## config.mk

```make
export PLATFORM = sky130hd
export DESIGN_NAME = vc_credit_arbiter
export DESIGN_NICKNAME = d
export VERILOG_FILES = /design/src/rtl/router_pkg.sv /design/src/rtl/rr_arbiter.sv /design/src/rtl/vc_credit_arbiter.sv
export SDC_FILE = /design/constraint.sdc
export NUM_CORES = 1
export LEC_CHECK = 0
export BUFFER_PORTS_ARGS = -buffer_cell sky130_fd_sc_hd__buf_2
export CORE_MARGIN = 5
export CORE_UTILIZATION = 56
export DETAILED_ROUTE_END_ITERATION = 12
export PLACE_DENSITY = 0.78
export SLEW_MARGIN = 0
export SYNTH_ARGS = -nofsm -noshare
export SYNTH_HDL_FRONTEND = slang
export SYNTH_HIERARCHICAL = 1
export SYNTH_SLANG_ARGS = --single-unit
```

## constraint.sdc

```tcl
create_clock -name clk -period 9.5 [get_ports clk]
set_input_delay 0.475 -clock clk [delete_from_list [all_inputs] [get_ports clk]]
set_output_delay 0.475 -clock clk [all_outputs]
set_load 0.005 [all_outputs]
```

## src/rtl/router_pkg.sv

```systemverilog
// Shared router definitions: default port sizing and index/credit types.
package router_pkg;

  localparam int unsigned DEF_NUM_VC    = 4;
  localparam int unsigned DEF_BUF_DEPTH = 4;
  localparam int unsigned DEF_VCW       = $clog2(DEF_NUM_VC);
  localparam int unsigned DEF_CREDW     = $clog2(DEF_BUF_DEPTH + 1);

  typedef logic [DEF_VCW-1:0]   vc_id_t;
  typedef logic [DEF_CREDW-1:0] credit_t;

endpackage

```

## src/rtl/rr_arbiter.sv

```systemverilog
// Combinational round-robin picker: first set request at or after ptr, wrapping.
module rr_arbiter #(
  parameter int unsigned N = 4,
  parameter int unsigned W = $clog2(N)
) (
  input  logic [N-1:0] eligible,
  input  logic [W-1:0] ptr,
  output logic [N-1:0] winner,
  output logic [W-1:0] winner_idx,
  output logic         any_valid
);

  int unsigned cand;

  always_comb begin
    winner     = '0;
    winner_idx = '0;
    any_valid  = 1'b0;
    cand       = 0;
    for (int unsigned off = 0; off < N; off++) begin
      cand = (32'(ptr) + off) % N;
      if (!any_valid && eligible[cand]) begin
        any_valid      = 1'b1;
        winner[cand]   = 1'b1;
        winner_idx     = W'(cand);
      end
    end
  end

endmodule

```

## src/rtl/vc_credit_arbiter.sv

```systemverilog
// Per-output-port VC scheduler: round-robin among credited requesters,
// registered grant, per-VC downstream credit counters with sticky overflow.
module vc_credit_arbiter
  import router_pkg::*;
#(
  parameter int unsigned NUM_VC    = DEF_NUM_VC,
  parameter int unsigned BUF_DEPTH = DEF_BUF_DEPTH,
  parameter int unsigned VCW       = $clog2(NUM_VC),
  parameter int unsigned CREDW     = $clog2(BUF_DEPTH + 1)
) (
  input  logic              clk,
  input  logic              reset,
  input  logic [NUM_VC-1:0] req,
  input  logic              stall,
  input  logic              credit_in_valid,
  input  logic [VCW-1:0]    credit_in_vc,
  output logic [NUM_VC-1:0] grant,
  output logic              grant_valid,
  output logic [VCW-1:0]    grant_vc,
  output logic              pipe_enable,
  output logic [NUM_VC-1:0] credit_avail,
  output logic              credit_overflow
);

  logic [NUM_VC-1:0][CREDW-1:0] credits, credits_nxt;
  logic [VCW-1:0]               rr_ptr, rr_ptr_nxt;
  logic [NUM_VC-1:0]            eligible, win_onehot;
  logic [VCW-1:0]               win_idx;
  logic                         win_any, consume, ovf_nxt, ret, cons;

  always_comb begin
    credit_avail = '0;
    for (int unsigned i = 0; i < NUM_VC; i++)
      credit_avail[i] = (credits[i] != '0);
  end

  assign eligible    = req & credit_avail;
  assign pipe_enable = ~stall;
  assign consume     = ~stall & win_any;

  rr_arbiter #(.N(NUM_VC), .W(VCW)) u_rr (
    .eligible   (eligible),
    .ptr        (rr_ptr),
    .winner     (win_onehot),
    .winner_idx (win_idx),
    .any_valid  (win_any)
  );

  assign rr_ptr_nxt = (win_idx == VCW'(NUM_VC - 1)) ? '0 : win_idx + VCW'(1);

  // Out-of-range credit_in_vc matches no counter, so the return is dropped.
  always_comb begin
    credits_nxt = credits;
    ovf_nxt     = credit_overflow;
    ret         = 1'b0;
    cons        = 1'b0;
    for (int unsigned i = 0; i < NUM_VC; i++) begin
      ret  = credit_in_valid && (32'(credit_in_vc) == i);
      cons = consume && win_onehot[i];
      if (ret && !cons) begin
        if (credits[i] == CREDW'(BUF_DEPTH)) ovf_nxt = 1'b1;
        else                                 credits_nxt[i] = credits[i] + CREDW'(1);
      end else if (cons && !ret) begin
        credits_nxt[i] = credits[i] - CREDW'(1);
      end
    end
  end

  always_ff @(posedge clk) begin
    if (reset) begin
      credits         <= {NUM_VC{CREDW'(BUF_DEPTH)}};
      rr_ptr          <= '0;
      grant           <= '0;
      grant_valid     <= 1'b0;
      grant_vc        <= '0;
      credit_overflow <= 1'b0;
    end else begin
      credits         <= credits_nxt;
      credit_overflow <= ovf_nxt;
      if (!stall) begin
        grant       <= win_onehot;
        grant_valid <= win_any;
        grant_vc    <= win_idx;
        if (win_any) rr_ptr <= rr_ptr_nxt;
      end
    end
  end

endmodule
```

==> results.txt <==
Arrival @ worst endpoint: 4.19 ns
H-tree depth: 1
Avg Inst Size Synth: 8.67 um2
CP Buf/Inv Count: 0
Hold buffers post-CTS: 0
Routed vias: 1598
Post-synth top area share: 25.4%
Power Density: 304 mW/mm2
Final WS setup: 5.56 ns
# rows: 20
Yosys reg bits: 22
Final Cell Area: 0.00187 mm2
Port bufs: 22
Storage cell area: 440 um2
Ys flop type: dfxtp_1
Final setup viols: 0
Final antenna-violating net count: 0
Multi-input gate area in the final layout: 0.00122 mm2
DRT Pass-1 Iters: 4
Largest net degree at the start of global routing: 27
Worst VDD drop: 0.138 mV
Net Sw Frac: 46.0%
CORE AREA: 0.00300 mm2
RSZ-0062 raised after global routing: false
Yosys cell types: 42
Rel. slew slack: 63.7%
Clk slew on worst S/H paths: 0.13 ns
Worst path cell trace: or3_1 > and2_1 > mux4_2 > nor4b_4 > a22oi_1 > o21ai_0 > and3b_1 > nor2_1 > fa_1 > or3_1 > a22oi_2 > mux2i_1
DP HPWL: 3.14 mm
CTS tree: yes
Final TNS setup: 0 ns
Initial antenna violation count: 0
Crit Path Category: flop to flop
Ys Warns: 6
R2R Setup Slk: 5.56 ns
Clock Power Share: 9.4%
Clock sink count: 22
DRC Markers: 0
Sequential area share after synthesis: 25.4%
Cell taking the most area after synthesis: dfxtp_1
Clk root buf: clkbuf_4
Layout cells sized above 1: 17.1%
Violation count after the first detailed-routing iteration: 85
First-pass GRT wire length: 6.57 mm
Vias per cell: 6.42
P_int: 0.306 mW
Worst-Skew Late Latency: 0.32 ns
CP endpoint kind: flop
Pre-CTS setup slack: 5.62 ns
Worst-Margin Slew: 0.544 ns
Die Ht: 65.7 um
Critical Path RT: 9.76 ns
CP top delay family: simple AND/OR/NAND/NOR gates
Crit path max fanout: 13
Placed inst area: 0.00183 mm2
Synthesized netlist net count: 220
Class of the tightest hold or removal check: flop to flop
Critical path launch point type: flop
Worst hold slack: 0.512 ns
Syn Inst Count: 200
Final Hold Vio Count: 0
Slowest cell on the critical path: mux4_2
Max clock buf depth: 2
Async S/R FF share, synth: 0%
Slew Viols, Final: 0
Status: completed
Cell mode on critical path: or3_1
GRT Util Overall: 19.4%
FMAX: 254 MHz
Fill cell count: 282
Final WL: 4.03 mm
CP peak stage delay: 0.63 ns
# resized after CTS: 0
Period utilization: 41.4%
Final nets: 237
Max capacitance violation total: 0
Die extent in x: 65.7 um
Routed wire per std cell: 16.2 um
Gr ovfl total: 0
Antenna diodes: 0
Vias in the first global route: 1529
CTS Buf Count: 3
Flop pwr share: 29.0%
Most frequent cells in the layout: dfxtp_1 (22), buf_2 (22), nor2_1 (21)
Post-synth EDFFs: 0
Logic pwr share: 61.6%
Leakage power: 0.729 nW
Skew final: 0.00854 ns
NetSw: 0.261 mW
# Post-CTS Setup Buffers: 0
Time the worst path needs with I/O delays and setup: 3.94 ns
Synthesized cell area: 0.00173 mm2
Routability cong.: 0.901
Full die area: 0.00431 mm2
Initial Util: 57.7%
Ranking of synthesized cells by area: dfxtp_1 (25%), mux2i_1 (8.1%), fa_1 (4.6%)
Ports: 23
Synthesis-to-finish area growth: 7.65%
Finished Core Util: 62.2%
[layout make-up]
type                            instances  share of cell area (%)
Clock buffer                            4                    1.94
Inverter                                6                    1.21
Multi-Input combinational cell        162                    65.1
Sequential cell                        22                    23.6
Tap cell                               33                    2.21
Timing Repair Buffer                   22                    5.90
[cells in the mapped netlist, drive strengths merged, types with 2 or more instances]
library cell	number
dfxtp	22
buf	4
nand3b	6
a21boi	5
nor2	21
a22oi	10
inv	6
or3	8
nand2b	2
mux2i	14
and3b	5
a211oi	3
a21oi	6
o21ai	10
clkbuf	6
nand3	10
and2	5
nand2	7
nor3b	5
nor2b	6
mux4	4
nor3	13
ha	6
fa	4
[layer usage]
layer | routed length (um) | vias to the layer above | track usage (%)
li1 | - | 767 | -
met1 | 1670 | 753 | 21.6
met2 | 2020 | 66 | 34.9
met3 | 235 | 12 | 3.59
met4 | 100 | 0 | 9.59
met5 | 0 | - | 0
[per-stage QoR]
stage,cells,power (mW)
floorplan,200,0.440
global placement,245,0.490
detailed placement,245,0.513
CTS,249,0.567
global route,249,0.620
finish,249,0.568
[worst min-delay path: stages, from the launching register on]
cell,delay [ns]
dfxtp_1,0.35
mux2i_1,0.07
nor2_1,0.07
[state kept, by name, indices dropped and copies added (netlist names)]
signal	count
credit_overflow	1
credits	12
grant	4
grant_valid	1
grant_vc	2
rr_ptr	2
[path summary, 6_finish.rpt]
kind / startpoint / endpoint / depth (start not counted)
max: credits[9] / credits[2] / 12
min: grant[1] / grant[1] / 2
max reg2reg: credits[9] / credits[2] / 12
min reg2reg: grant[1] / grant[1] / 2
[kinds of logic (layout without fill, tap and decap cells)]
kind of cell / after synthesis / after routing / synth area share [%]
AO/OA/AOI/OAI: 40 / 40 / 15.6
adder cells (fa/ha/maj): 10 / 10 / 8.95
buffers and inverters: 16 / 32 / 4.47
multiplexers: 19 / 19 / 14.4
flip-flops: 22 / 22 / 25.4
AND/OR/NAND/NOR: 93 / 93 / 31.2
[power by group through the flow]
stage               combinational, mW  sequential (mW)  clock (mW)
finish                          0.350            0.165      0.0535
global route                    0.389            0.171      0.0596
CTS                             0.347            0.165      0.0551
detailed placement              0.345            0.167           0
global placement                0.327            0.163           0
floorplan                       0.286            0.154           0
Power figures use the tool's default switching activity.
